File: config.mk
export PLATFORM = sky130hd
export DESIGN_NAME = stream_to_bram
export DESIGN_NICKNAME = d
export VERILOG_FILES = /design/src/rtl/stream_to_bram_pkg.sv /design/src/rtl/stream_to_bram.sv
export SDC_FILE = /design/constraint.sdc
export NUM_CORES = 1
export LEC_CHECK = 0
export CORE_UTILIZATION = 25
export DETAILED_ROUTE_END_ITERATION = 10
export GPL_TIMING_DRIVEN = 0
export PLACE_DENSITY = 0.61
export SLEW_MARGIN = 20
export SYNTH_ARGS = -nofsm -noshare
export SYNTH_HDL_FRONTEND = slang
export SYNTH_SLANG_ARGS = --single-unit
File: constraint.sdc
create_clock -name clk -period 2.5 [get_ports clk]
set_clock_uncertainty 0.15 [all_clocks]
set_input_delay 0.5 -clock clk [delete_from_list [all_inputs] [get_ports clk]]
set_output_delay 0.5 -clock clk [all_outputs]
set_load 0.02 [all_outputs]
File: src/rtl/stream_to_bram_pkg.sv
`default_nettype none
// ============================================================================
//  Module   : stream_to_bram_pkg
//  Purpose  : Shared types and helpers for the stream_to_bram capture block.
//  Revision : 1.0 - initial release
// ============================================================================
package stream_to_bram_pkg;

    typedef enum logic [1:0] {
        IDLE    = 2'd0,
        ARMED   = 2'd1,
        CAPTURE = 2'd2,
        DONE    = 2'd3
    } state_t;

    typedef enum logic [1:0] {
        TRIG_IMMEDIATE  = 2'd0,
        TRIG_ORBIT_SYNC = 2'd1,
        TRIG_EXT        = 2'd2,
        TRIG_RESERVED   = 2'd3
    } trig_mode_t;

    // A zero or oversized length means "fill the whole memory".
    function automatic logic [16:0] eff_len(input logic [15:0] cfg_length,
                                            input int unsigned mem_depth);
        logic [16:0] depth;
        logic [16:0] len;
        depth = mem_depth[16:0];
        len   = {1'b0, cfg_length};
        if ((len == 17'd0) || (len > depth))
            return depth;
        return len;
    endfunction

endpackage : stream_to_bram_pkg
`default_nettype wire

File: src/rtl/stream_to_bram.sv
`default_nettype none
// ============================================================================
//  Module   : stream_to_bram
//  Purpose  : AXI-stream sink capturing 32-bit words into a BRAM write port,
//             armed by software, triggered immediately / orbitSync / ext_trig.
//  Options  : STREAM_TO_BRAM_CONTINUOUS_EN enables ring-buffer capture.
//  Revision : 1.0 - initial release
// ============================================================================
module stream_to_bram
    import stream_to_bram_pkg::*;
#(
    parameter int MEM_DEPTH = 2048
) (
    input  logic        clk,
    input  logic        aresetn,
    input  logic        cfg_arm,
    input  logic        cfg_abort,
    input  logic [1:0]  cfg_trig_mode,
    input  logic [15:0] cfg_length,
    input  logic        cfg_continuous,
    input  logic        fc_orbitSync,
    input  logic        ext_trig,
    input  logic [31:0] data_stream_TDATA,
    input  logic        data_stream_TVALID,
    output logic        data_stream_TREADY,
    output logic        bram_CLK,
    output logic        bram_RST,
    output logic        bram_EN,
    output logic [3:0]  bram_WE,
    output logic [31:0] bram_ADDR,
    output logic [31:0] bram_DIN,
    output logic [1:0]  stat_state,
    output logic [15:0] stat_words,
    output logic        stat_done
);

    localparam int c_AW = $clog2(MEM_DEPTH);

    state_t          r_state;
    state_t          w_state_nxt;
    logic            r_tready;
    logic [c_AW-1:0] r_waddr;
    logic [16:0]     r_words;
    logic [16:0]     r_len;
    logic            r_bram_en;
    logic [3:0]      r_bram_we;
    logic [31:0]     r_bram_addr;
    logic [31:0]     r_bram_din;

    logic            w_trig;
    logic            w_accept;
    logic            w_clear;
    logic            w_last;
    logic            w_cont;
    logic            w_wrap;
    logic [c_AW-1:0] w_waddr_nxt;
    logic [16:0]     w_words_nxt;

`ifdef STREAM_TO_BRAM_CONTINUOUS_EN
    logic r_cont;

    always_ff @(posedge clk or negedge aresetn) begin
        if (!aresetn)
            r_cont <= 1'b0;
        else if (w_clear)
            r_cont <= cfg_continuous;
    end

    assign w_cont = r_cont;
`else
    logic w_cfg_continuous_unused;
    assign w_cfg_continuous_unused = cfg_continuous;
    assign w_cont = 1'b0;
`endif

    always_comb begin
        w_trig = 1'b1;
        case (trig_mode_t'(cfg_trig_mode))
            TRIG_ORBIT_SYNC: w_trig = fc_orbitSync;
            TRIG_EXT:        w_trig = ext_trig;
            default:         w_trig = 1'b1;
        endcase
    end

    assign w_last      = ((r_words + 17'd1) == r_len);
    assign w_wrap      = (({{(17-c_AW){1'b0}}, r_waddr} + 17'd1) == r_len);
    assign w_waddr_nxt = (w_cont && w_wrap) ? '0 : r_waddr + 1'b1;
    assign w_words_nxt = (w_cont && (r_words == r_len)) ? r_words : r_words + 17'd1;

    always_ff @(posedge clk or negedge aresetn) begin
        if (!aresetn)
            r_state <= IDLE;
        else
            r_state <= w_state_nxt;
    end

    // Abort outranks arm, which outranks the trigger; arm is only seen from
    // IDLE/DONE, so a trigger coincident with arm never reaches ARMED logic.
    always_comb begin
        w_state_nxt = r_state;
        w_accept    = 1'b0;
        w_clear     = 1'b0;
        if (cfg_abort) begin
            w_state_nxt = IDLE;
        end else begin
            case (r_state)
                IDLE, DONE: begin
                    if (cfg_arm) begin
                        w_state_nxt = ARMED;
                        w_clear     = 1'b1;
                    end
                end
                ARMED: begin
                    if (w_trig) begin
                        w_accept = data_stream_TVALID && r_tready;
                        if (w_accept && w_last && !w_cont)
                            w_state_nxt = DONE;
                        else
                            w_state_nxt = CAPTURE;
                    end
                end
                CAPTURE: begin
                    w_accept = data_stream_TVALID && r_tready;
                    if (w_accept && w_last && !w_cont)
                        w_state_nxt = DONE;
                end
                default: w_state_nxt = IDLE;
            endcase
        end
    end

    always_ff @(posedge clk or negedge aresetn) begin
        if (!aresetn) begin
            r_tready    <= 1'b0;
            r_waddr     <= '0;
            r_words     <= '0;
            r_len       <= '0;
            r_bram_en   <= 1'b0;
            r_bram_we   <= 4'h0;
            r_bram_addr <= '0;
            r_bram_din  <= '0;
        end else begin
            r_tready  <= 1'b1;
            r_bram_en <= w_accept;
            r_bram_we <= {4{w_accept}};
            if (w_accept) begin
                r_bram_addr <= {{(30-c_AW){1'b0}}, r_waddr, 2'b00};
                r_bram_din  <= data_stream_TDATA;
                r_waddr     <= w_waddr_nxt;
                r_words     <= w_words_nxt;
            end
            if (w_clear) begin
                r_waddr <= '0;
                r_words <= '0;
                r_len   <= eff_len(cfg_length, MEM_DEPTH);
            end
        end
    end

    assign data_stream_TREADY = r_tready;
    assign bram_CLK           = clk;
    assign bram_RST           = ~aresetn;
    assign bram_EN            = r_bram_en;
    assign bram_WE            = r_bram_we;
    assign bram_ADDR          = r_bram_addr;
    assign bram_DIN           = r_bram_din;
    assign stat_state         = r_state;
    assign stat_words         = r_words[15:0];
    assign stat_done          = (r_state == DONE);

endmodule : stream_to_bram
`default_nettype wire

* Word-level counts from Yosys, hierarchy flattened *
Index checks and enable logic that the tools add are counted.

word-level totals
  register bits after elaboration = 93
  input port bits = 58
  output and inout port bits = 91
  logic and storage cells = 51

operators by class
  add/sub/neg operators = 2
  order comparisons = 1
  equality and inequality tests = 9
  mux-type cells = 21
  bitwise gates (word level) = 1
  reductions and logical operators = 8

operator list
  kind                   count
  $mux 17                4
  $mux 11                2
  $add 17x1->17 const B  1
  $eq 17x17->1           1
  $gt 16x12->1 const B   1
  $logic_not 16->1       1
  $add 11x1->11 const B  1
  $ne 3x3->1 const B     3
  $mux 1                 8
  $mux 2                 4
  $eq 2x2->1 const B     3
  $pmux 2 s3             1
  $eq 2x1->1 const B     2
  $pmux 1 s2             2
  $reduce_and 3->1       1
  $logic_and 1x1->1      2
  $logic_not 2->1        1
  $reduce_bool 2->1      1
  $reduce_or 2->1        1
  $logic_or 1x1->1       1
  $not 1->1              1

* Logic depth before layout (Yosys ltp) *
Gate-level depths: netlist (run 1).

  word-level depth = 7
  depth in mapped cells = 11
  depth with buffers taken out = 10

==> impl_results.rst, run 1 <==
.. list-table::
   :header-rows: 1

   * - Metric
     - Value
   * - Proportion of power drawn by flip-flops and latches
     - 0.357
   * - Violated checks
     - negative hold slack, negative setup slack
   * - Grt met3 use
     - 0.04110
   * - Critical-path cell with the highest stage delay
     - sky130_fd_sc_hd__or4_1
   * - Mean cell area of the mapped netlist
     - 9.084 µm²
   * - RR Endpoint
     - stat_state[1]
   * - FF+latch count, synth
     - 91
   * - Most common library cells after synthesis
     - sky130_fd_sc_hd__nand2_1, sky130_fd_sc_hd__dfrtp_1, sky130_fd_sc_hd__buf_4
   * - Internal power of the cells
     - about 3.5 mW
   * - Post-synthesis cell type with the largest combined area
     - sky130_fd_sc_hd__dfrtp_1
   * - Worst endpoint data arrival time
     - a little under 3 ns
   * - Aggregate global routing overflow
     - 0
   * - Global-route track usage on met2
     - 0.2090
   * - Cells after DPL
     - around 900
   * - Relative slew slack
     - 0.3940
   * - Synthesis-to-finish area growth
     - 50.05%
   * - Violation count after the first detailed-route iteration
     - approximately 200
   * - Hold buffer count at cts
     - 1
   * - Static Leakage
     - approximately 3.4 nW
   * - Hold Fails Final Rpt
     - a little over 70
   * - Timing-limited maximum frequency
     - 367.7 MHz
   * - Share of the yosys chip area belonging to registers
     - 0.4730
   * - Detailed-placement wirelength estimate
     - 8788 µm
   * - Warnings from Yosys
     - 0
   * - Number of vias per cell
     - roughly 4.4
   * - Area of all placed cells without fillers
     - about 0.0072 mm²
   * - Area of the mapped netlist
     - about 0.0048 mm²
   * - Transition time at the pin with the least slew margin
     - between 0.9 and 1 ns
   * - Met1 Usage GRT
     - 0.1750
   * - Routability congestion estimate from global placement
     - 0.7751
   * - Setup repair after global routing missed its margin
     - yes
   * - Highest net fanout along the worst path
     - 6
   * - Number of nets with antenna violations after routing
     - 0
   * - Worst setup path class
     - reg2reg
   * - Count of input and output buffers
     - ~130
   * - Flop-to-flop setup slack
     - -0.22 ns
   * - Post-synth EDFFs
     - 0
   * - Layout net count
     - between 700 and 800
   * - Part of the total power dissipated in combinational logic
     - 0.311
   * - Gate count after technology mapping
     - 530
   * - Worst-Skew Late Latency
     - 0.46 ns
   * - Power after layout
     - approximately 5.3 mW
   * - Post-route worst setup slack
     - -0.2197 ns
   * - Final standard cell count with taps included and fillers excluded
     - 961
   * - Dominant delay contributor by cell family on the critical path
     - simple AND/OR/NAND/NOR gates
   * - Setup slack after placement
     - -1.063 ns
   * - Status
     - finished, violations left
   * - Clock slew at the register clock pins of the worst setup and hold paths
     - 0.07 ns
   * - Full die area
     - 0.01982 mm²
   * - Detailed Route WL
     - between 10000 and 15000 µm
   * - Launching point of the worst reg2reg path
     - r_words[7]
   * - Launching element of the worst setup path
     - r_words[7]
   * - Max Cap Viol
     - 0
   * - Filler instances
     - 1909
   * - Post-synth top flop
     - sky130_fd_sc_hd__dfrtp_1
   * - PwrDens
     - between 700 and 800 mW/mm²
   * - Register cell area after layout
     - ~0.0023 mm²
   * - Largest stage delay on the critical path
     - between 0.5 and 0.6 ns
   * - Top post-synthesis cells by area
     - sky130_fd_sc_hd__dfrtp_1, sky130_fd_sc_hd__nand2_1, sky130_fd_sc_hd__buf_4
   * - TritonCTS clock tree
     - yes
   * - Type of the most critical hold path
     - in2async
   * - Worst slack on hold paths
     - -0.1312 ns
   * - Buffers and inverters on the worst path
     - 1
   * - Top-count cell post-synth
     - sky130_fd_sc_hd__nand2_1
   * - Die Wd
     - 140.8 µm
   * - Minimum clock period
     - roughly 2.7 ns
   * - Net switching power of the design
     - between 1.5 and 2 mW
   * - Standard-cell row count
     - 50
   * - Post-route fraction of the period consumed by the critical path
     - 1.088
   * - Data required time at the worst endpoint
     - 2.70 ns
   * - Total via count in the routed design
     - between 4000 and 5000
   * - Reg2Reg Depth
     - 8
   * - Area used by multi-input combinational logic
     - 0.002140 mm²
   * - Initial core utilization
     - 0.2565
   * - Chip height
     - 140.8 µm
   * - DP Area
     - 0.006519 mm²
   * - Via count of the first global-routing pass
     - 4033
   * - Diode insertion count for antenna repair
     - 0
   * - CP Launch Type
     - register
   * - Global Route Usage Sum
     - 0.1371
   * - Yosys top cell area share
     - 0.4730
   * - Switching power share of the total
     - 0.3285
   * - Top Ports
     - 149
   * - Count of pins over their slew limit
     - 0
   * - Part of the power in the clock network
     - 0.332
   * - Global routing's busiest layer
     - met2
   * - Detailed-router iteration count before antenna repair
     - 4
   * - Path length in cells of the critical path
     - 8
   * - Timing endpoint of the critical path
     - stat_state[1]
   * - VDD IR max
     - between 500 and 600 µV
   * - Global-route wire length before repair
     - between 20000 and 25000 µm
   * - Core area
     - approximately 0.019 mm²
   * - Fraction of registers with async set or reset after synthesis
     - 1.000
   * - Unique cell type count in the Yosys netlist
     - a little over 50
   * - DRC
     - 0
   * - Detail-routed net length per standard cell
     - 13.43 µm
   * - Critical path endpoint category
     - register
   * - Cell-by-cell trace of the critical path
     - nand4_4 > buf_6 > or4_1 > a222oi_1 > and4_2 > o2111ai_4 > and4_1 > a211o_1
   * - Setup-violating endpoint count in the final report
     - 2
   * - Number of antenna violations at the first check in global routing
     - 0
   * - Maximum number of pins on one net before global-route repair
     - 73
   * - Proportion of layout cells with a drive suffix above 1
     - 0.1994
==> layout by cell type, fill, tap and decap left out, types with 7 or more instances in the layout <==
cell                              instances
sky130_fd_sc_hd__nand2_1                153
sky130_fd_sc_hd__clkdlybuf4s50_1        122
sky130_fd_sc_hd__dfrtp_1                 86
sky130_fd_sc_hd__buf_4                   74
sky130_fd_sc_hd__o21ai_0                 31
sky130_fd_sc_hd__nor2_1                  23
sky130_fd_sc_hd__conb_1                  22
sky130_fd_sc_hd__xnor2_1                 18
sky130_fd_sc_hd__nand3_1                 12
sky130_fd_sc_hd__clkbuf_16               12
sky130_fd_sc_hd__inv_1                   11
sky130_fd_sc_hd__nand4_1                 10
sky130_fd_sc_hd__xor2_1                  10
sky130_fd_sc_hd__a22o_1                  10
sky130_fd_sc_hd__and2_1                   9
sky130_fd_sc_hd__o31ai_1                  9
sky130_fd_sc_hd__buf_6                    8
sky130_fd_sc_hd__nor3_1                   7
==> flip-flops by register name, summed over array words and instances (netlist names) <==
| register | cells |
|---|---|
| bram_ADDR | 11 |
| bram_DIN | 32 |
| bram_WE | 1 |
| data_stream_TREADY | 1 |
| r_len | 16 |
| r_waddr | 11 |
| r_words | 17 |
| stat_state | 2 |
==> metal layers <==
metal	wire, µm	up-vias
met5	0	-
met4	314	0
met3	744	19
met2	5932	113
met1	5914	1976
li1	-	2100
==> final cells by class <==
| type | count | share of cell area |
|---|---|---|
| Sequential cell | 91 | 0.3161 |
| Multi-Input combinational cell | 374 | 0.2962 |
| Timing Repair Buffer | 157 | 0.2104 |
| Buffer | 72 | 0.07603 |
| Clock buffer | 13 | 0.04226 |
| Tap cell | 234 | 0.04053 |
| Clock inverter | 7 | 0.01178 |
| Inverter | 13 | 0.006754 |
==> repair_timing <==
| action | in CTS | in global routing |
|---|---|---|
| endpoints found under the hold margin | 20 | 71 |
| pin swaps | 11 | 7 |
| gates cloned | 0 | 0 |
| setup buffers | 25 | 5 |
| endpoints found under the setup margin | 72 | 56 |
| resized for setup | 33 | 14 |
==> power groups by stage <==
stage | clock, mW | combinational [mW] | sequential (mW)
after floorplan | 0.0467 | 0.576 | 2.16
after global placement | 0.0759 | 1.56 | 1.91
after detailed placement | 0.0759 | 1.58 | 1.91
after CTS | 1.79 | 1.64 | 1.88
after global routing | 1.84 | 1.77 | 1.91
final | 1.75 | 1.63 | 1.88
==> metrics by stage <==
step / setup TNS (ns) / hold WS (ns) / util
after global placement: -329.48 / 0.3070 / 0.3458
after global routing: -2.222 / -0.1040 / 0.3849
after floorplan: -0.1514 / 0.05441 / -
final: -0.4040 / -0.1312 / 0.3849
after CTS: -0.4096 / -0.1117 / 0.3823
after detailed placement: -69.36 / 0.2124 / 0.3473
==> worst min-delay path by stage <==
stage / startpoint / end / cells after the start
floorplan: aresetn / bram_ADDR[10] / 0
global placement: bram_DIN[8] / bram_DIN[8] / 2
global route: aresetn / stat_state[0] / 2
CTS: aresetn / stat_state[0] / 2
finish: aresetn / stat_state[0] / 2
detailed placement: aresetn / data_stream_TREADY / 1
==> logic make-up after synthesis <==
kind of cell | share of synthesized area
simple gates | 0.2323
flops | 0.4730
buf+inv | 0.1133
compound gates | 0.1050
xor+xnor | 0.05665
fa+ha+maj | 0.01819
other cells | 0.001560
Power figures use the tool's default switching activity.
==> run 2, diff against run 1 <==
Settings changed: PLACE_DENSITY 0.61 to 0.59.
Clock period 2.5 ns to 2.8 ns, I/O delays scaled along.
==> impl_results.rst, run 2 (synthesized netlist as in run 1, its figures left out) <==
.. list-table::
   :header-rows: 1

   * - Metric
     - Value
   * - Status
     - finished, violations left
   * - Violated checks
     - negative hold slack
   * - Data required time at the worst endpoint
     - 2.09 ns
   * - Number of vias per cell
     - about 4.3
   * - Maximum number of pins on one net before global-route repair
     - 71
   * - Static Leakage
     - about 3.4 nW
   * - Worst endpoint data arrival time
     - slightly above 2 ns
   * - Relative slew slack
     - 0.6080
   * - Type of the most critical hold path
     - in2async
   * - Timing-limited maximum frequency
     - 362.1 MHz
   * - Core area
     - 0.01877 mm²
   * - Critical path endpoint category
     - primary output
   * - VDD IR max
     - about 500 µV
   * - Number of nets with antenna violations after routing
     - 0
   * - Detail-routed net length per standard cell
     - around 13 µm
   * - Post-route fraction of the period consumed by the critical path
     - 0.9922
   * - Post-route worst setup slack
     - 0.02195 ns
   * - Total negative slack for setup checks
     - 0 ns
   * - Filler instances
     - 1913
   * - Power after layout
     - between 4 and 5 mW
   * - Count of input and output buffers
     - ~130
   * - Launching point of the worst reg2reg path
     - r_words[4]
   * - DP Area
     - approximately 0.0065 mm²
   * - Die Wd
     - about 140 µm
   * - Violation count after the first detailed-route iteration
     - about 170
   * - Setup-violating endpoint count in the final report
     - 0
   * - Number of antenna violations at the first check in global routing
     - 0
   * - DRC
     - 0
   * - Max Cap Viol
     - 0
   * - Clock slew at the register clock pins of the worst setup and hold paths
     - roughly 0.07 ns
   * - CP Launch Type
     - clock port
   * - TritonCTS clock tree
     - yes
   * - Most common cell after layout, fill and taps aside
     - sky130_fd_sc_hd__nand2_1
   * - Chip height
     - ~140 µm
   * - Detailed-router iteration count before antenna repair
     - 4
   * - Top Ports
     - 149
   * - Full die area
     - around 0.020 mm²
   * - Hold Fails Final Rpt
     - 9
   * - Worst slack on hold paths
     - -0.006512 ns
   * - Proportion of layout cells with a drive suffix above 1
     - 0.1727
   * - Layout net count
     - 778
   * - Highest net fanout along the worst path
     - 2
   * - Setup slack after placement
     - -1.248 ns
   * - Synthesis-to-finish area growth
     - 48.39%
   * - Worst setup path class
     - clk2out
   * - PwrDens
     - ~650 mW/mm²
   * - Transition time at the pin with the least slew margin
     - between 0.5 and 0.6 ns
   * - Detailed Route WL
     - ~13000 µm
   * - Worst-Skew Late Latency
     - approximately 0.48 ns
   * - Global-route wire length before repair
     - roughly 21000 µm
   * - Final core area utilization
     - 0.3807
   * - Highest-count cells in the layout ignoring fill and taps
     - sky130_fd_sc_hd__nand2_1, sky130_fd_sc_hd__clkdlybuf4s50_1, sky130_fd_sc_hd__dfrtp_1, sky130_fd_sc_hd__buf_4, sky130_fd_sc_hd__o21ai_0
   * - Via count of the first global-routing pass
     - roughly 4100
   * - Count of pins over their slew limit
     - 0
   * - Area of all placed cells without fillers
     - 0.007144 mm²
   * - Routability congestion estimate from global placement
     - 0.7594
   * - Detailed-placement wirelength estimate
     - approximately 8700 µm
   * - Aggregate global routing overflow
     - 0
   * - Flip-flop count of the largest register after layout
     - 32
   * - Diode insertion count for antenna repair
     - 0
   * - Setup repair after global routing missed its margin
     - yes
   * - Launching element of the worst setup path
     - clk
   * - Cells after DPL
     - 911
   * - Global Route Usage Sum
     - 0.1374
   * - Standard-cell row count
     - 50
   * - Total via count in the routed design
     - between 4000 and 5000
   * - Initial core utilization
     - 0.2565
   * - Final standard cell count with taps included and fillers excluded
     - about 950
   * - Minimum clock period
     - ~2.8 ns
-- run 2: critical path: stages --
cell and delay (ns):
sky130_fd_sc_hd__clkbuf_16 0.12, sky130_fd_sc_hd__clkbuf_16 0.13, sky130_fd_sc_hd__buf_4 0.11, sky130_fd_sc_hd__dlygate4sd2_1 0.31
-- run 2: final timing paths --
path / endpoint / slack [ns] / depth (start not counted)
worst min-delay path: r_words[0] / -0.007 / 2
min in group clk: bram_DIN[10] / 0.32 / 2
max in group asynchronous: bram_ADDR[5] / 2.15 / 3
worst min register to register: bram_DIN[10] / 0.32 / 2
worst max-delay path: bram_CLK / 0.02 / 4
worst max register to register: stat_state[1] / 0.04 / 9
-- run 2: cell type report --
type	instances	area (µm²)	share of cell area
clock buffer	13	309.0	0.04326
buffer	72	521.8	0.07303
sequential	91	2282	0.3194
clock inverter	7	83.83	0.01173
timing repair buffer	148	1468	0.2054
inverter	13	51.30	0.007180
tap	234	292.8	0.04098
multi-input combinational	374	2136	0.2989
-- run 2: routing by layer --
| metal | global-route usage | part of all wire | vias to the layer above |
|---|---|---|---|
| met4 | 0.08352 | 0.025 | 0 |
| met1 | 0.1721 | 0.45 | 1911 |
| li1 | - | - | 2081 |
| met5 | 0 | 0 | - |
| met2 | 0.2121 | 0.47 | 112 |
| met3 | 0.03601 | 0.058 | 18 |
-- run 2: what timing repair did --
action	CTS	global route
pin swaps	6	8
buffers inserted	13	7
hold endpoints to repair	21	0
cloned	0	0
hold buffers	2	0
resized for setup	26	7
setup endpoints to repair	72	25
-- run 2: where the power goes --
part / switching [mW] / internal, mW / leakage, nW
Sequential: 0.141 / 1.53 / 1.23
Clock: 0.637 / 0.921 / 0.196
Combinational: 0.750 / 0.679 / 1.94
Total: 1.53 / 3.13 / 3.36
